[src/rtl/regfile_stream_port.sv]
// Streams a register range out over tx (dump) or in from rx (load); dump costs 2 cycles/word, load 1 cycle/word.
// tx words hold until tx_ready; rx_ready is high only in LOAD; abort or reset ends a transfer with no done pulse.
module regfile_stream_port #(
  parameter int DATA_W = 16,
  parameter int ADDR_W = 4
) (
  input  logic              clk,
  input  logic              reset,
  input  logic              start,
  input  logic              mode,
  input  logic [ADDR_W-1:0] first_reg,
  input  logic [ADDR_W-1:0] last_reg,
  input  logic              abort,
  output logic              busy,
  output logic              done,
  output logic [ADDR_W-1:0] RegRead1,
  input  logic [DATA_W-1:0] ReadData1,
  output logic [ADDR_W-1:0] WriteReg,
  output logic [DATA_W-1:0] WriteData,
  output logic              RegWrite,
  output logic [DATA_W-1:0] tx_data,
  output logic              tx_valid,
  input  logic              tx_ready,
  input  logic [DATA_W-1:0] rx_data,
  input  logic              rx_valid,
  output logic              rx_ready
);

  typedef enum logic [2:0] {
    S_IDLE,
    S_FETCH,
    S_SEND,
    S_LOAD,
    S_DONE
  } state_t;

  state_t            r_state, w_state_nxt;
  logic [ADDR_W-1:0] r_cur, w_cur_nxt;
  logic [ADDR_W-1:0] r_last, w_last_nxt;
  logic [DATA_W-1:0] r_tx_data, w_tx_data_nxt;
  logic              r_tx_valid, w_tx_valid_nxt;
  logic              w_last_word;
  logic [ADDR_W-1:0] w_cur_inc;

  assign w_last_word = (r_cur == r_last);
  // Index increment wraps naturally, giving the 15->0 range wrap.
  assign w_cur_inc   = r_cur + ADDR_W'(1);

  always_ff @(posedge clk or posedge reset) begin
    if (reset) begin
      r_state    <= S_IDLE;
      r_cur      <= '0;
      r_last     <= '0;
      r_tx_data  <= '0;
      r_tx_valid <= 1'b0;
    end else begin
      r_state    <= w_state_nxt;
      r_cur      <= w_cur_nxt;
      r_last     <= w_last_nxt;
      r_tx_data  <= w_tx_data_nxt;
      r_tx_valid <= w_tx_valid_nxt;
    end
  end

  always_comb begin
    w_state_nxt    = r_state;
    w_cur_nxt      = r_cur;
    w_last_nxt     = r_last;
    w_tx_data_nxt  = r_tx_data;
    w_tx_valid_nxt = r_tx_valid;
    case (r_state)
      S_IDLE: begin
        if (start) begin
          w_cur_nxt   = first_reg;
          w_last_nxt  = last_reg;
          w_state_nxt = mode ? S_LOAD : S_FETCH;
        end
      end
      S_FETCH: begin
        if (abort) begin
          w_state_nxt    = S_IDLE;
          w_tx_valid_nxt = 1'b0;
        end else begin
          w_tx_data_nxt  = ReadData1;
          w_tx_valid_nxt = 1'b1;
          w_state_nxt    = S_SEND;
        end
      end
      S_SEND: begin
        if (abort) begin
          w_state_nxt    = S_IDLE;
          w_tx_valid_nxt = 1'b0;
        end else if (tx_ready) begin
          w_tx_valid_nxt = 1'b0;
          if (w_last_word) begin
            w_state_nxt = S_DONE;
          end else begin
            w_cur_nxt   = w_cur_inc;
            w_state_nxt = S_FETCH;
          end
        end
      end
      S_LOAD: begin
        if (abort) begin
          w_state_nxt = S_IDLE;
        end else if (rx_valid) begin
          if (w_last_word) begin
            w_state_nxt = S_DONE;
          end else begin
            w_cur_nxt = w_cur_inc;
          end
        end
      end
      S_DONE:  w_state_nxt = S_IDLE;
      default: w_state_nxt = S_IDLE;
    endcase
  end

  assign busy      = (r_state == S_FETCH) || (r_state == S_SEND) || (r_state == S_LOAD);
  assign done      = (r_state == S_DONE);
  assign RegRead1  = r_cur;
  assign WriteReg  = r_cur;
  assign WriteData = rx_data;
  // The abort cycle itself must not commit the word on the rx bus.
  assign RegWrite  = (r_state == S_LOAD) && rx_valid && !abort;
  assign rx_ready  = (r_state == S_LOAD);
  assign tx_data   = r_tx_data;
  assign tx_valid  = r_tx_valid;

endmodule

[config.mk]
export PLATFORM = sky130hd
export DESIGN_NAME = regfile_stream_port
export DESIGN_NICKNAME = d
export VERILOG_FILES = /design/src/rtl/regfile_stream_port.sv
export SDC_FILE = /design/constraint.sdc
export NUM_CORES = 1
export LEC_CHECK = 0
export CORE_MARGIN = 3
export CORE_UTILIZATION = 34
export CTS_BUF_LIST = sky130_fd_sc_hd__clkbuf_8 sky130_fd_sc_hd__clkbuf_16
export DETAILED_ROUTE_END_ITERATION = 12
export PLACE_DENSITY_LB_ADDON = 0.1
export SETUP_SLACK_MARGIN = 0.4
export SLEW_MARGIN = 20
export SYNTH_ARGS = -nofsm -noshare
export SYNTH_HDL_FRONTEND = slang
export SYNTH_SLANG_ARGS = --single-unit
[constraint.sdc]
create_clock -name clk -period 1.5 [get_ports clk]
set_input_delay 0.375 -clock clk [delete_from_list [all_inputs] [get_ports clk]]
set_output_delay 0.375 -clock clk [all_outputs]
set_load 0.005 [all_outputs]
==> results of run 1 <==
## placed cells by master (no fill, tap or decap), drive strengths merged, types with 2 or more instances in the layout
| cell type | n |
|---|---|
| clkbuf | 3 |
| o21ai | 8 |
| nor2 | 8 |
| xnor2 | 4 |
| mux2 | 22 |
| and3 | 2 |
| nand2 | 2 |
| inv | 5 |
| nand4 | 2 |
| nand2b | 2 |
| a31o | 2 |
| a22oi | 2 |
| nor4b | 2 |
| buf | 87 |
| nand3 | 4 |
| clkdlybuf4s50 | 29 |
| dfrtp | 28 |
| nor3 | 3 |
## power groups by stage
stage	sequential (mW)	clock, mW	combinational (mW)
floorplan	1.44	0	1.61
global placement	1.43	0	2.92
detailed placement	1.43	0	2.96
CTS	1.41	0.451	3.74
global route	1.48	0.483	4.30
finish	1.43	0.426	4.01
## registers in the layout (all words and copies together) (netlist names)
signal / count
r_last: 4
r_state: 3
tx_valid: 1
RegRead1: 4
tx_data: 16
## logic make-up (layout without fill, tap and decap cells)
| family | Yosys count | in the layout | synth area share (%) |
|---|---|---|---|
| DFF | 28 | 28 | 43.75 |
| xor gates and xnor gates | 4 | 4 | 2.187 |
| muxes | 23 | 23 | 18.67 |
| and+or+nand+nor | 27 | 27 | 10.00 |
| AOI/OAI and AO/OA | 21 | 21 | 10.78 |
| adders and majority gates | 1 | 1 | 0.7811 |
| buffers and inverters | 31 | 125 | 13.83 |
## per-stage QoR
step / worst slack (ns) / cell area [µm²] / hold WS (ns)
after detailed placement: -0.5267 / 2349 / 0.4974
after global placement: -0.4930 / 2349 / 0.4917
after CTS: -0.1720 / 2644 / 0.3868
final: -0.1737 / 2746 / 0.3862
after global routing: -0.2265 / 2746 / 0.4170
after floorplan: -0.1143 / 1685 / 0.4402
## per-layer routing
layer  track usage (%)  vias to the layer above  share of wire [%]  wire, µm
li1                  -                      652                  -         -
met1             21.22                      663                 42      1830
met2             26.73                       61                 48      2049
met3             4.673                       10                8.1       349
met4             5.138                        0                1.9        81
met5                 0                        -                  0         0
## repair_timing
action | CTS | global route
gates resized for setup | 166 | 14
pin swaps | 7 | 8
buffers inserted | 23 | 4
setup endpoints to repair | 57 | 57
## final cells by class
type	instances	area share (%)
timing repair buffer	117	38.00
multi-input combinational	76	31.80
sequential	28	25.65
tap	52	2.369
clock buffer	3	1.503
inverter	4	0.5467
clock inverter	1	0.1367
## worst min-delay path, stage by stage
cell	delay, ns
clkdlybuf4s50_1	0.40
inv_1	0.07
buf_4	0.20
## worst min-delay path by stage
stage | depth (start not counted) | start | to | slack, ns
2_1_floorplan | 1 | reset | RegRead1[3] | 0.44
3_3_place_gp | 1 | tx_data[0] | tx_data[0] | 0.49
3_5_place_dp | 1 | tx_data[6] | tx_data[6] | 0.50
4_1_cts | 3 | reset | r_last[0] | 0.39
5_1_grt | 3 | reset | tx_data[10] | 0.42
6_report | 3 | reset | r_last[2] | 0.39
==> impl_metrics.yaml, run 1 <==
cells_and_area:
  regArea_um2: 704.4
  diodes: 0
  drive_gt1_share_pct: 60.70
  stdcell_count: 281
  fillCellCount: 345
  area_delta_synth_final_pct: 71.48
  layout.nets: 278
  multi_input_area_um2: 873.3
  fin_util_pct: 61.80
place:
  port_buffers: 59
  place_congestion: 0.8936
  placed_cells: 250
  dpl.hpwl_um: 2975
synth:
  synth_edf_count: 0
  ys_top_cells_by_area: "dfrtp_1 (44%), mux2_4 (10%), buf_4 (9.4%), mux2_2 (7.7%), o21ai_0 (2.2%)"
  synth_area_leader_cell: "dfrtp_1"
  synth-main-ff-cell: "dfrtp_1"
  synth.net_count: 183
  synth.most_common_cell: "dfrtp_1"
  synth_common_cells: "dfrtp_1 (28), buf_4 (20), mux2_2 (11), mux2_4 (11), nor2_1 (8)"
  avgSynthCellArea_um2: 11.86
  yosysWarnings: 0
  syn_area_um2: 1602
  seq_area_frac_synth_pct: 43.75
  netlist_instances: 135
  synth_async_sr_flop_share_pct: 100.0
  synth-seq-cells: 28
  yosysUniqueCellTypes: 36
  synth_top_area_share_pct: 43.75
clocking:
  hold_buffers: 0
  clock_latency_ns: 0.28
  tritoncts: "done"
  clockBufferDepth: 2
  clock_sinks: 28
  clock-root-buffer: "clkbuf_8"
  cts_buffers: 3
  cts.clk_slew.worst_paths_ns: 0.11
  htree_num_levels: 1
floorplan:
  die_h_um: 74.63
  die-width_um: 74.63
  fp-row-count: 24
  dieArea_um2: 5570
  ios: 92
  core-area_um2: 4444
  start_util_pct: 36.04
sta:
  fin_setup_tns_ns: -2.856
  report.final.slew_viol_count: 0
  slew_headroom_pct: 77.77
  max_freq_mhz: 597.5
  fin_ws_ns: -0.1737
  skew_ns: 0.01697
  fin_crit_sh_pct: 111.6
  finalSetupViolCount: 34
  hold_violations: 0
  tightest_slew_ns: 0.3335
  rsz0062_at_grt: "true"
  final.min_clock_period_ns: 1.674
critical_path:
  path_delay_family: "buffers and inverters"
  crit_type: "flop to flop"
  r2r-end: "r_state[1]"
  cp_max_fo: 17
  end_kind: "flop"
  cp.required_ns: 1.66
  crit_end: "r_state[1]"
  critical_path_buf_inv_count: 4
  r2r_setup_slack_ns: -0.17
  r2r_cells: 7
  start_kind: "flop"
  r2r-start: "r_state[0]"
  crit_path_cell_trace: "buf_6 > buf_4 > buf_4 > nor4b_4 > buf_12 > a31o_2 > o31a_1"
  crit_cells: 7
  cp.arrival_ns: 1.83
  startpoint: "r_state[0]"
  critPathSlowestCell: "dfrtp_1"
  max_stage_delay_ns: 0.42
  cpMostUsedCell: "buf_4"
grt:
  antenna_found_initial: 0
  grt_pass1_wl_um: 6975
  grt_pass1_vias: 1447
  grt_max_degree: 18
  grtUsageTotal_pct: 16.41
  overflow: 0
detailed_routing:
  remaining_drc_errors: 0
  viasPerCell: 4.932
  detail_route.iter0.violations: 37
  totalWireLength_um: 4310
  ant_nets: 0
  dr.pass1.iters: 4
  avgRoutedWirePerCell_um: 15.34
  dr_total_vias: 1386
flow_run:
  maxCapViolCount: 0
pwr:
  pwr-share-comb_pct: 68.3
  power_mw: 5.866
  ir_drop_mv: 0.9872
  power.leakage_nw: 1.265
  internal_power_mw: 3.904
  switchingPower_mw: 1.962
  p_seq_share_pct: 24.4
  switching_share_pct: 33.44
  p_clk_share_pct: 7.3
  cellPowerDensity_nw_per_um2: 2136
outcome:
  outcome: "complete, but fails checks"
  violations: "negative setup slack"
hold_path:
  hold_class: "input pin to async pin"
No activity file was read; power rests on OpenSTA's default activity.
==> run 2: changes to the inputs <==
Settings changed: CORE_MARGIN 3 to not set.
==> run 2 against run 1 <==
Compared with the run above:
- the flow finishes with violations (design-rule violations, negative setup slack)
- hold slack gained 0.040 ns
- clock-buffer cell count is the same
- first-iteration DRC count grew 76%
- power is 2.4% higher
- via count about the same
- largest cell class unchanged
==> impl_metrics.yaml, run 2 (synthesis gave the netlist of run 1 again) <==
place:
  dp_slack_ns: -0.5261
  port_buffers: 59
  dpl.hpwl_um: 2795
  place_congestion: 0.7988
detailed_routing:
  viasPerCell: 4.918
  dr_total_vias: 1387
  avgRoutedWirePerCell_um: 14.56
  remaining_drc_errors: 14
  dr.pass1.iters: 8
  ant_nets: 0
  detail_route.iter0.violations: 65
  totalWireLength_um: 4105
flow_run:
  maxCapViolCount: 0
grt:
  use_met2_pct: 32.15
  grt_pass1_vias: 1503
  grt_pass1_wl_um: 7107
  grt.busiest_layer: "met2"
  gr-usage-met3_pct: 4.131
  overflow: 0
  antenna_found_initial: 0
  use_met1_pct: 21.29
  grt_max_degree: 29
  grtUsageTotal_pct: 17.79
cells_and_area:
  diodes: 0
  largest_reg_flops: 16
  final_cell_mix: "buf_6 (34), buf_4 (31), clkdlybuf4s50_1 (29)"
  area_delta_synth_final_pct: 76.02
  layout_commonest_cell: "buf_6"
  drive_gt1_share_pct: 62.61
  fillCellCount: 361
  layout.nets: 279
sta:
  report.final.slew_viol_count: 0
  fin_setup_tns_ns: -1.378
  tightest_slew_ns: 0.3255
  final.min_clock_period_ns: 1.595
  skew_ns: 0.003468
  slew_headroom_pct: 78.30
  hold_violations: 0
  finalSetupViolCount: 24
  rsz0062_at_grt: "true"
  max_freq_mhz: 626.8
  fin_crit_sh_pct: 106.4
  fin_ws_ns: -0.09546
floorplan:
  dieArea_um2: 4989
  start_util_pct: 36.04
  fp-row-count: 24
  die-width_um: 70.63
  ios: 92
  die_h_um: 70.63
  core-area_um2: 4444
clocking:
  cts.clk_slew.worst_paths_ns: 0.10
  cts_buffers: 3
  hold_buffers: 0
  htree_num_levels: 1
  clock_latency_ns: 0.27
  clock_sinks: 28
  clockBufferDepth: 2
  tritoncts: "done"
  clock-root-buffer: "clkbuf_8"
critical_path:
  cp_max_fo: 3
  cp.required_ns: 1.12
  cp.arrival_ns: 1.22
  crit_type: "flop to output port"
  end_kind: "output port"
  start_kind: "flop"
hold_path:
  hold_class: "input pin to async pin"
pwr:
  ir_drop_mv: 0.8464
  cellPowerDensity_nw_per_um2: 2131
  power.leakage_nw: 1.307
outcome:
  outcome: "complete, but fails checks"
  violations: "design-rule violations, negative setup slack"
==> run 2: changes by cell type in the layout (fill, tap and decap cells not counted), moves of 2 or more <==
cell and delta:
mux2_2 -4, buf_12 +2, nor2_4 +2, buf_2 -2, mux2_4 +4, inv_1 -2
==> run 2: area by class of cell <==
| class | count | area (µm²) | area share (%) |
|---|---|---|---|
| clock inverters | 1 | 30.03 | 1.065 |
| inverters | 4 | 17.52 | 0.6214 |
| multi-input cells | 76 | 884.6 | 31.38 |
| clock buffers | 3 | 41.29 | 1.465 |
| repair buffers | 118 | 1075 | 38.13 |
| well taps | 52 | 65.06 | 2.308 |
| flip-flops and latches | 28 | 705.7 | 25.03 |
==> run 2: timing repair <==
action                     in CTS  in global routing
pin swaps                       9                  8
setup endpoints to repair      57                 57
setup buffers                  24                  8
gates resized for setup       167                 15
==> run 2: power by group <==
group / switching (mW) / total [mW] / leakage [nW] / internal [mW]
logic: 1.40 / 3.97 / 0.943 / 2.57
registers: 0.299 / 1.44 / 0.329 / 1.14
clock network: 0.238 / 0.595 / 0.0357 / 0.357
total: 1.93 / 6.01 / 1.31 / 4.07
==> run 2: final timing paths <==
kind,startpoint,endpoint,slack [ns],cells after the start
hold reg to reg,tx_data[7],tx_data[7],0.53,1
setup reg to reg,r_state[0],r_state[1],-0.09,6
max in group asynchronous,reset,r_state[1],0.90,3
min in group clk,tx_data[7],tx_data[7],0.53,1
hold / removal,reset,r_last[1],0.43,3
setup / recovery,r_state[2],RegWrite,-0.1,3
==> run 2: stage by stage <==
stage	power (mW)	hold slack (ns)	instance area [µm²]	utilization, %	instances
after detailed placement	4.324	0.4922	2344	52.73	246
after global placement	4.271	0.4919	2344	52.73	246
after CTS	5.774	0.4355	2708	60.92	274
final	6.007	0.4260	2819	63.43	282
after global routing	6.403	0.4274	2819	63.43	282
after floorplan	3.051	0.4402	1685	-	135
==> run 2: critical path, stage by stage (launching register included) <==
cell     delay, ns
dfrtp_1       0.42
buf_6         0.14
nor4b_2       0.24
buf_2         0.14
==> run 2: layer usage <==
metal	routed length, µm	share of wire, %	vias up
met3	265	6.5	8
met1	1678	41	678
met2	2118	52	55
met5	0	0	-
met4	43	1.0	0
li1	-	-	646
==> run 3: changes to the inputs <==
Settings changed: CORE_UTILIZATION 34 to 41, PLACE_DENSITY set to 0.95, PLACE_DENSITY_LB_ADDON 0.1 to not set.
Clock period 1.5 ns to 1.95 ns, I/O delays scaled along.
==> run 3 against run 2 <==
Compared with the run above:
- combinational power fell by 29%
- design area fell by 4.6%
- clock power decreased by 23%
- die area is 17% lower
- highest routed layer unchanged
- largest power group unchanged
- critical endpoint is now busy
- core utilization grew 8.9 points
- the run now ends clean
- flip-flop and latch count unchanged
==> impl_metrics.yaml, run 3 (synthesis gave the netlist of run 1 again) <==
outcome:
  outcome: "finished, final reports clean"
hold_path:
  whs_path_depth: 1
  whs_endpoint: "tx_data[11]"
  worstHoldStart: "tx_data[11]"
  hold_class: "flop to flop"
pwr:
  power_mw: 4.399
  pwr-share-comb_pct: 64.3
  cellPowerDensity_nw_per_um2: 1636
  switchingPower_mw: 1.459
  internal_power_mw: 2.940
  p_clk_share_pct: 10.4
  ir_drop_mv: 0.7517
  switching_share_pct: 33.17
  power.leakage_nw: 1.232
  p_seq_share_pct: 25.3
floorplan:
  die_h_um: 64.50
  core-area_um2: 3716
  fp-row-count: 22
  ios: 92
  dieArea_um2: 4160
  start_util_pct: 43.10
  die-width_um: 64.50
grt:
  grt_pass1_vias: 1380
  overflow: 0
  grtUsageTotal_pct: 19.32
  antenna_found_initial: 0
  grt_pass1_wl_um: 6154
  grt_max_degree: 29
sta:
  slew_headroom_pct: 75.32
  fin_setup_tns_ns: 0
  report.final.slew_viol_count: 0
  tightest_slew_ns: 0.3702
  max_freq_mhz: 581.2
  rsz0062_at_grt: "true"
  fin_ws_ns: 0.2295
  final.min_clock_period_ns: 1.721
  skew_ns: 0.001288
  fin_crit_sh_pct: 88.23
  finalSetupViolCount: 0
  timing.hold.ws_ns: 0.5140
  hold_violations: 0
critical_path:
  r2r-end: "tx_data[8]"
  cp.required_ns: 1.46
  end_kind: "output port"
  crit_type: "flop to output port"
  r2r-start: "r_state[1]"
  cp_max_fo: 3
  start_kind: "flop"
  r2r_setup_slack_ns: 0.26
  cp.arrival_ns: 1.23
  r2r_cells: 6
  startpoint: "r_state[1]"
cells_and_area:
  stdcell_count: 261
  diodes: 0
  fin_util_pct: 72.36
  largest_reg_flops: 16
  fillCellCount: 244
  layout_commonest_cell: "buf_4"
  drive_gt1_share_pct: 47.42
  final_cell_mix: "buf_4 (28), clkdlybuf4s50_1 (26), dfrtp_1 (25)"
  fin_area_um2: 2689
  layout.nets: 262
  area_delta_synth_final_pct: 67.89
place:
  dp_slack_ns: -0.2863
  dpl.hpwl_um: 2402
  place_area_um2: 2141
  port_buffers: 59
  placed_cells: 226
  place_congestion: 0.7626
clocking:
  clock_sinks: 28
  clock_latency_ns: 0.27
  clock-root-buffer: "clkbuf_8"
  htree_num_levels: 1
  cts_buffers: 3
  tritoncts: "done"
  cts.clk_slew.worst_paths_ns: 0.10
  clockBufferDepth: 2
  hold_buffers: 0
flow_run:
  maxCapViolCount: 0
detailed_routing:
  detail_route.iter0.violations: 76
  avgRoutedWirePerCell_um: 16.98
  dr_total_vias: 1343
  remaining_drc_errors: 0
  ant_nets: 0
  totalWireLength_um: 4432
  viasPerCell: 5.146
  dr.pass1.iters: 4
## run 3: critical path, cell delays in order (launching register included)
cell and delay, ns:
dfrtp_1 0.40, buf_6 0.13, buf_4 0.13, nor2_4 0.11, nor2_2 0.05, buf_2 0.13
## run 3: how the worst max path moves through the flow
| stage | endpoint | depth (start not counted) |
|---|---|---|
| 6_report | busy | 5 |
| 5_1_grt | RegWrite | 4 |
| 4_1_cts | done | 4 |
| 3_5_place_dp | RegWrite | 3 |
| 3_3_place_gp | RegWrite | 3 |
| 2_1_floorplan | tx_data[10] | 4 |
## run 3: final cells by class
type / instances / area [µm²] / area share [%]
Clock buffer: 3 / 41.29 / 1.536
Clock inverter: 1 / 30.03 / 1.117
Inverter: 4 / 15.01 / 0.5584
Multi-Input combinational cell: 76 / 873.3 / 32.48
Sequential cell: 28 / 704.4 / 26.20
Tap cell: 48 / 60.06 / 2.234
Timing Repair Buffer: 101 / 964.7 / 35.88
## run 3: repair_timing
action / CTS / global route
setup endpoints to repair: 50 / 36
setup buffers: 23 / 5
gates resized for setup: 67 / 37
pin swaps: 8 / 10
cloned: 1 / 2
## run 3: power by group through the flow
| stage | Combinational, mW | Clock, mW | Sequential, mW |
|---|---|---|---|
| after global routing | 3.00 | 0.503 | 1.15 |
| after detailed placement | 1.89 | 0 | 1.09 |
| after floorplan | 1.13 | 0 | 1.08 |
| after CTS | 2.38 | 0.469 | 1.08 |
| after global placement | 1.84 | 0 | 1.08 |
| final | 2.83 | 0.457 | 1.11 |
## run 3: per-layer routing
metal | track usage, % | wire length [µm]
met5 | 0 | 0
met4 | 6.389 | 131
met3 | 3.521 | 190
met2 | 37.63 | 2442
met1 | 20.56 | 1667
